## src/rtl/seq_dev_port_pkg.sv

```systemverilog
// Shared sequencer/device bus definitions.
// State encodings, clear opcode and oreg field layout.
package seq_dev_port_pkg;

  typedef enum logic [1:0] {
    SeqDev_State_Reset = 2'h0,
    SeqDev_State_Ready = 2'h1,
    SeqDev_State_Error = 2'h2
  } seq_dev_state_e;

  localparam logic [3:0] SeqDev_CMD_CLEAR = 4'hF;

  localparam int SeqDev_CMD_MSB = 11;
  localparam int SeqDev_CMD_LSB = 8;
  localparam int SeqDev_ARG_MSB = 7;
  localparam int SeqDev_ARG_LSB = 0;

  localparam int SeqDev_WORD_W = 12;
  localparam int SeqDev_WEN_W  = 8;

  typedef struct packed {
    logic [3:0] cmd;
    logic [7:0] arg;
  } seq_dev_word_t;

  function automatic seq_dev_word_t seq_dev_unpack(
    input logic [SeqDev_WORD_W-1:0] w
  );
    seq_dev_word_t r;
    r.cmd = w[SeqDev_CMD_MSB:SeqDev_CMD_LSB];
    r.arg = w[SeqDev_ARG_MSB:SeqDev_ARG_LSB];
    return r;
  endfunction

endpackage

```

## src/rtl/seq_dev_fifo.sv

```systemverilog
// Show-ahead command FIFO for one device port.
// Flush has priority over push and pop.
module seq_dev_fifo #(
  parameter int DEPTH   = 4,
  parameter int LEVEL_W = 3,
  parameter int DATA_W  = 12
) (
  input  logic               clock,
  input  logic               reset,
  input  logic               push,
  input  logic               pop,
  input  logic               flush,
  input  logic [DATA_W-1:0]  din,
  output logic [DATA_W-1:0]  dout,
  output logic               empty,
  output logic               full,
  output logic [LEVEL_W-1:0] level
);

  localparam int PTR_W = LEVEL_W - 1;
  localparam logic [LEVEL_W-1:0] FullLvl = LEVEL_W'(DEPTH);

  logic [DATA_W-1:0]  mem [DEPTH];
  logic [PTR_W-1:0]   wr_ptr;
  logic [PTR_W-1:0]   rd_ptr;
  logic [LEVEL_W-1:0] count;
  logic               do_push;
  logic               do_pop;

  assign empty = (count == '0);
  assign full  = (count == FullLvl);
  assign level = count;
  assign dout  = mem[rd_ptr];

  assign do_pop  = pop && !empty && !flush;
  assign do_push = push && !flush && (!full || do_pop);

  // Pointer and occupancy tracking; pointers wrap at DEPTH.
  always_ff @(posedge clock or negedge reset) begin
    if (!reset) begin
      wr_ptr <= '0;
      rd_ptr <= '0;
      count  <= '0;
    end else if (flush) begin
      wr_ptr <= '0;
      rd_ptr <= '0;
      count  <= '0;
    end else begin
      if (do_push) wr_ptr <= wr_ptr + 1'b1;
      if (do_pop)  rd_ptr <= rd_ptr + 1'b1;
      unique case ({do_push, do_pop})
        2'b10:   count <= count + 1'b1;
        2'b01:   count <= count - 1'b1;
        default: count <= count;
      endcase
    end
  end

  // Storage; cleared on reset so the head reads zero.
  always_ff @(posedge clock or negedge reset) begin
    if (!reset) begin
      for (int i = 0; i < DEPTH; i++) mem[i] <= '0;
    end else if (do_push) begin
      mem[wr_ptr] <= din;
    end
  end

endmodule

```

## src/rtl/seq_dev_port.sv

```systemverilog
// Device-side endpoint of the sequencer command bus.
// Buffers strobed commands, hands them to the core, returns results.
module seq_dev_port
  import seq_dev_port_pkg::*;
#(
  parameter int DEV_ID     = 0,
  parameter int FIFO_DEPTH = 4,
  parameter int LEVEL_W    = 3
) (
  input  logic               clock,
  input  logic               reset,
  input  logic [11:0]        oreg,
  input  logic [7:0]         oreg_wen,
  output logic [3:0]         cmd,
  output logic [7:0]         arg,
  output logic               cmd_valid,
  input  logic               cmd_ready,
  input  logic [7:0]         result,
  input  logic               result_wen,
  output logic [7:0]         ireg,
  output logic               overflow,
  output logic [LEVEL_W-1:0] level
);

  localparam logic [2:0] DevSel = 3'(DEV_ID);

  seq_dev_state_e     state_q;
  seq_dev_state_e     state_d;
  seq_dev_word_t      wr_word;
  seq_dev_word_t      head;
  logic [11:0]        fifo_dout;
  logic               fifo_empty;
  logic               fifo_full;
  logic [LEVEL_W-1:0] fifo_level;
  logic               in_ready;
  logic               in_reset;
  logic               wr_hit;
  logic               clear_hit;
  logic               push_req;
  logic               pop;
  logic               ovf_evt;
  logic               fifo_push;
  logic               fifo_flush;

  assign in_ready = (state_q == SeqDev_State_Ready);
  assign in_reset = (state_q == SeqDev_State_Reset);
  assign wr_word  = seq_dev_unpack(oreg);
  assign wr_hit   = in_ready && oreg_wen[DevSel];

  assign clear_hit = wr_hit && (wr_word.cmd == SeqDev_CMD_CLEAR);
  assign push_req  = wr_hit && !clear_hit;

  assign cmd_valid = in_ready && !fifo_empty;
  assign pop       = cmd_valid && cmd_ready;

  assign ovf_evt    = push_req && fifo_full && !pop;
  assign fifo_push  = push_req && !ovf_evt;
  assign fifo_flush = clear_hit || ovf_evt;

  assign head  = fifo_dout;
  assign cmd   = head.cmd;
  assign arg   = head.arg;
  assign level = fifo_level;

  seq_dev_fifo #(
    .DEPTH   (FIFO_DEPTH),
    .LEVEL_W (LEVEL_W),
    .DATA_W  (12)
  ) u_fifo (
    .clock (clock),
    .reset (reset),
    .push  (fifo_push),
    .pop   (pop),
    .flush (fifo_flush),
    .din   (oreg),
    .dout  (fifo_dout),
    .empty (fifo_empty),
    .full  (fifo_full),
    .level (fifo_level)
  );

  // Port state register.
  always_ff @(posedge clock or negedge reset) begin
    if (!reset) state_q <= SeqDev_State_Reset;
    else        state_q <= state_d;
  end

  // Next state: leave Reset on first clock, trap in Error.
  always_comb begin
    state_d = state_q;
    unique case (state_q)
      SeqDev_State_Reset: state_d = SeqDev_State_Ready;
      SeqDev_State_Ready: begin
        if (ovf_evt) state_d = SeqDev_State_Error;
      end
      SeqDev_State_Error: state_d = SeqDev_State_Error;
      default:            state_d = SeqDev_State_Error;
    endcase
  end

  // Sticky overflow flag, cleared only by reset.
  always_ff @(posedge clock or negedge reset) begin
    if (!reset)       overflow <= 1'b0;
    else if (ovf_evt) overflow <= 1'b1;
  end

  // Result register; a clear beats a same-cycle result write.
  always_ff @(posedge clock or negedge reset) begin
    if (!reset) begin
      ireg <= '0;
    end else if (clear_hit) begin
      ireg <= '0;
    end else if (result_wen && !in_reset) begin
      ireg <= result;
    end
  end

endmodule

```

## config.mk

```make
export PLATFORM = sky130hd
export DESIGN_NAME = seq_dev_port
export DESIGN_NICKNAME = d
export VERILOG_FILES = /design/src/rtl/seq_dev_port_pkg.sv /design/src/rtl/seq_dev_fifo.sv /design/src/rtl/seq_dev_port.sv
export SDC_FILE = /design/constraint.sdc
export NUM_CORES = 1
export LEC_CHECK = 0
export ABC_AREA = 0
export ABC_CLOCK_PERIOD_IN_PS = 4600
export CORE_ASPECT_RATIO = 0.9
export CORE_MARGIN = 4
export CORE_UTILIZATION = 41
export DETAILED_ROUTE_END_ITERATION = 8
export PLACE_DENSITY_LB_ADDON = 0.15
export SLEW_MARGIN = 20
export SYNTH_ARGS = -nofsm -noshare
export SYNTH_HDL_FRONTEND = slang
export SYNTH_SLANG_ARGS = --single-unit
export TNS_END_PERCENT = 20
```

## constraint.sdc

```tcl
create_clock -name clock -period 4.6 [get_ports clock]
set_input_delay 0.69 -clock clock [delete_from_list [all_inputs] [get_ports clock]]
set_output_delay 0.69 -clock clock [all_outputs]
set_load 0.005 [all_outputs]
```

==> results.rst <==
.. list-table::
   :header-rows: 1

   * - Metric
     - Value
   * - Switching power
     - 768 uW
   * - Count of nets after finishing
     - 291
   * - Slew headroom
     - 0.368
   * - Count of placed standard cells in the final layout, fillers left out
     - 355
   * - Share of total power in combinational logic
     - 0.403
   * - Routability congestion estimate
     - 0.714
   * - Number of post-CTS setup repair buffers
     - 0
   * - Die H
     - 91.6 um
   * - Starting density of the core
     - 0.422
   * - Max-capacitance violation count
     - 0
   * - Part of the total power dissipated in sequential elements
     - 0.411
   * - Horizontal extent of the die
     - 101 um
   * - Pin slew with the least headroom to its limit
     - ~0.95 ns
   * - Total nets after synthesis
     - approximately 240
   * - Slowest cell on the critical path
     - sky130_fd_sc_hd__dfrtp_1
   * - Core region area
     - around 0.0075 sq mm
   * - Number of antenna violations at the first check in global routing
     - 0
   * - Global router's overall resource usage
     - 0.148
   * - Detailed-route vias per instance
     - 5.08
   * - Largest buffer count on any clock path
     - 2
   * - Cell row count
     - 30
   * - Synth top area cells
     - sky130_fd_sc_hd__dfrtp_1 52%, sky130_fd_sc_hd__mux2_4 19%, sky130_fd_sc_hd__mux4_2 8.5%
   * - First-pass iteration count of the detailed router
     - 4
   * - Worst setup path class
     - flip-flop to primary output
   * - Cts repair resizes
     - 0
   * - # DRC
     - 0
   * - Count of flip-flops with a built-in enable after synthesis
     - 0
   * - Share of synthesized registers carrying an async set or reset
     - 1.00
   * - CP Data Required Time
     - 3.91 ns
   * - Clock network power share
     - 0.186
   * - Endpoint arrival time on the critical path
     - 2.34 ns
   * - Count of unique library cells instantiated by Yosys
     - 38
   * - TritonCTS Sinks
     - 66
   * - CTS hold repair buffers
     - 0
   * - Portion of synthesized cell area occupied by the leading cell type
     - 0.518
   * - Register Area
     - 0.00165 sq mm
   * - Post-DP HPWL
     - ~4.1 mm
   * - Worst vdd rail ir drop
     - ~0.33 mV
   * - Clock tree from TritonCTS
     - built
   * - Hold_ws
     - ~0.48 ns
   * - Commonest register cell after synthesis
     - sky130_fd_sc_hd__dfrtp_1
   * - # port buffers
     - 49
   * - Area Growth Syn to Fin
     - 23.8%
   * - Startpoint Class
     - flip-flop
   * - Switching power share of the total
     - 0.287
   * - Global-route wire length before repair
     - 10.4 mm
   * - Total clock buffers created by CTS
     - 9
   * - Maximum number of pins on one net before global-route repair
     - 43
   * - Number of global-route vias before repair
     - 1946
   * - Cell Area, Synth
     - 0.00319 sq mm
   * - Synth area leader
     - sky130_fd_sc_hd__dfrtp_1
   * - Final Max Slew Viols
     - 0
   * - Leakage power
     - 0.00183 uW
   * - CTS H-tree depth
     - 3
   * - Number of top-level pins
     - 57
   * - Part of the cycle the worst path needs
     - 0.658
   * - Worst-path maximum fanout
     - 14
   * - Worst hold path class
     - input pin to async pin
   * - Minimum clock period after layout
     - 3.03 ns
   * - Internal power contribution
     - about 1900 uW
   * - Number of diodes added for antenna fixing
     - 0
   * - Accumulated negative setup slack
     - 0 ns
   * - Setup ws final
     - 1.57 ns
   * - Unrepaired setup endpoints after global routing
     - false
   * - Mean instance size in the synthesized netlist
     - about 16 sq um
   * - Count of synthesis-stage warnings from yosys
     - 0
   * - Most repeated cell in the gate-level netlist after synthesis
     - sky130_fd_sc_hd__dfrtp_1
   * - Crit end category
     - primary output
   * - Share of layout cells above drive strength 1
     - 0.351
   * - CTS root buf
     - sky130_fd_sc_hd__clkbuf_8
   * - Crit-path max cell delay
     - around 0.9 ns
   * - Violation count after the first detailed-route iteration
     - 36
   * - Portion of the post-synthesis area used by sequential elements
     - 0.518
   * - Total power divided by cell area
     - slightly below 700 mW/mm^2
   * - Setup slack after placement
     - 1.79 ns
   * - Highest attainable clock frequency
     - 330 MHz
   * - Number of routed nets with antenna violations
     - 0
   * - Count of state elements after synthesis
     - 66
   * - Layout filler cell count
     - 639
   * - Multi-input gate area in the final layout
     - between 0.001 and 0.0015 sq mm
   * - Top cell types by occurrence after synthesis
     - 66 x sky130_fd_sc_hd__dfrtp_1, 40 x sky130_fd_sc_hd__mux2_4, 14 x sky130_fd_sc_hd__nor2_1, 12 x sky130_fd_sc_hd__mux4_2, 11 x sky130_fd_sc_hd__mux2_2
   * - Hold violation total from the final report
     - 0
   * - Overflow after GRT
     - 0
   * - Clock input transition at the sequential cells of the worst setup and hold paths
     - 0.08 ns
   * - Floorplan die area
     - 0.00925 sq mm
   * - Total via count after detailed routing
     - between 1500 and 2000
   * - Run status
     - finished, final reports clean
   * - Post-DR wirelength/cell
     - 17.7 um
   * - Insertion delay of the later-clocked pin in the worst-skew pair
     - 0.35 ns
   * - Detailed Route WL
     - between 6 and 7 mm
   * - Tot Pwr
     - 2680 uW
   * - Mapped Cells
     - 200
   * - Cell total after placement
     - 339
   * - Critical path cell sequence
     - mux4_2, clkdlybuf4s50_1
   * - Total setup violations reported at the end of the flow
     - 0
   * - Maximum clock skew at final layout
     - around 0.010 ns
[routing by layer]
| metal | vias to the layer above | part of all wire | global-route usage | wire [um] |
|---|---|---|---|---|
| met5 | - | 0 | 0 | 0 |
| met4 | 0 | 0.014 | 0.0498 | 87 |
| met1 | 923 | 0.49 | 0.217 | 3100 |
| met2 | 30 | 0.45 | 0.204 | 2850 |
| li1 | 842 | - | - | - |
| met3 | 9 | 0.037 | 0.0487 | 232 |
[logic make-up (layout without fill, tap and decap cells)]
| logic type | Yosys count | after routing | share of synthesized area |
|---|---|---|---|
| AOI/OAI and AO/OA | 12 | 12 | 0.0306 |
| adders and majority gates | 5 | 5 | 0.0220 |
| xor gates and xnor gates | 2 | 2 | 0.00550 |
| muxes | 71 | 71 | 0.337 |
| DFF | 66 | 66 | 0.518 |
| and+or+nand+nor | 34 | 34 | 0.0644 |
| buffers and inverters | 10 | 69 | 0.0216 |
[final timing paths]
path                             startpoint        endpoint  slack [ns]  depth (start not counted)
max                        u_fifo.rd_ptr[0]          arg[0]        1.57                          2
min                                   reset         ireg[7]        0.48                          1
max reg2reg                      state_q[1]  u_fifo.mem[17]        2.53                          4
min reg2reg                        overflow        overflow        0.48                          1
max in group asynchronous             reset  u_fifo.mem[30]        3.23                          2
min in group clock                 overflow        overflow        0.48                          1
[worst max-delay path: cells and delay by family (launching register included)]
kind     cells  cell delay, ns
flops        1            0.92
mux          1            0.61
buf+inv      1            0.47
[per-stage QoR]
stage	cell area, sq um	util
after floorplan	3190	-
after global placement	3740	0.496
after detailed placement	3740	0.496
after CTS	3950	0.523
after global routing	3950	0.523
final	3950	0.523
[placed cells by master, fill, tap and decap left out, types with 3 or more instances in the layout]
cell	n
sky130_fd_sc_hd__dfrtp_1	66
sky130_fd_sc_hd__mux2_2	11
sky130_fd_sc_hd__clkdlybuf4s50_1	48
sky130_fd_sc_hd__clkinv_4	3
sky130_fd_sc_hd__inv_1	3
sky130_fd_sc_hd__clkbuf_8	10
sky130_fd_sc_hd__mux4_2	12
sky130_fd_sc_hd__ha_1	4
sky130_fd_sc_hd__mux2_4	40
sky130_fd_sc_hd__nor2_1	14
sky130_fd_sc_hd__nand2_1	3
sky130_fd_sc_hd__mux2i_1	8
sky130_fd_sc_hd__nand2_2	4
[sequential cells by signal (all words and copies together) (netlist names)]
register       cells
state_q            2
u_fifo.mem        48
ireg               8
u_fifo.wr_ptr      2
u_fifo.level       3
overflow           1
u_fifo.rd_ptr      2
[cell type report]
cell class	count	share of cell area
sequential	66	0.419
multi-input combinational	124	0.371
clock buffer	10	0.0349
timing repair buffer	50	0.125
clock inverter	6	0.0168
tap	96	0.0304
inverter	3	0.00285
[power by group through the flow]
| stage | Combinational (uW) | Clock (uW) | Sequential, uW |
|---|---|---|---|
| finish | 1080 | 497 | 1100 |
| global route | 1160 | 541 | 1150 |
| CTS | 1100 | 514 | 1110 |
| detailed placement | 1100 | 0 | 1110 |
| global placement | 1080 | 0 | 1110 |
| floorplan | 727 | 0 | 1010 |
Power figures use the tool's default switching activity.
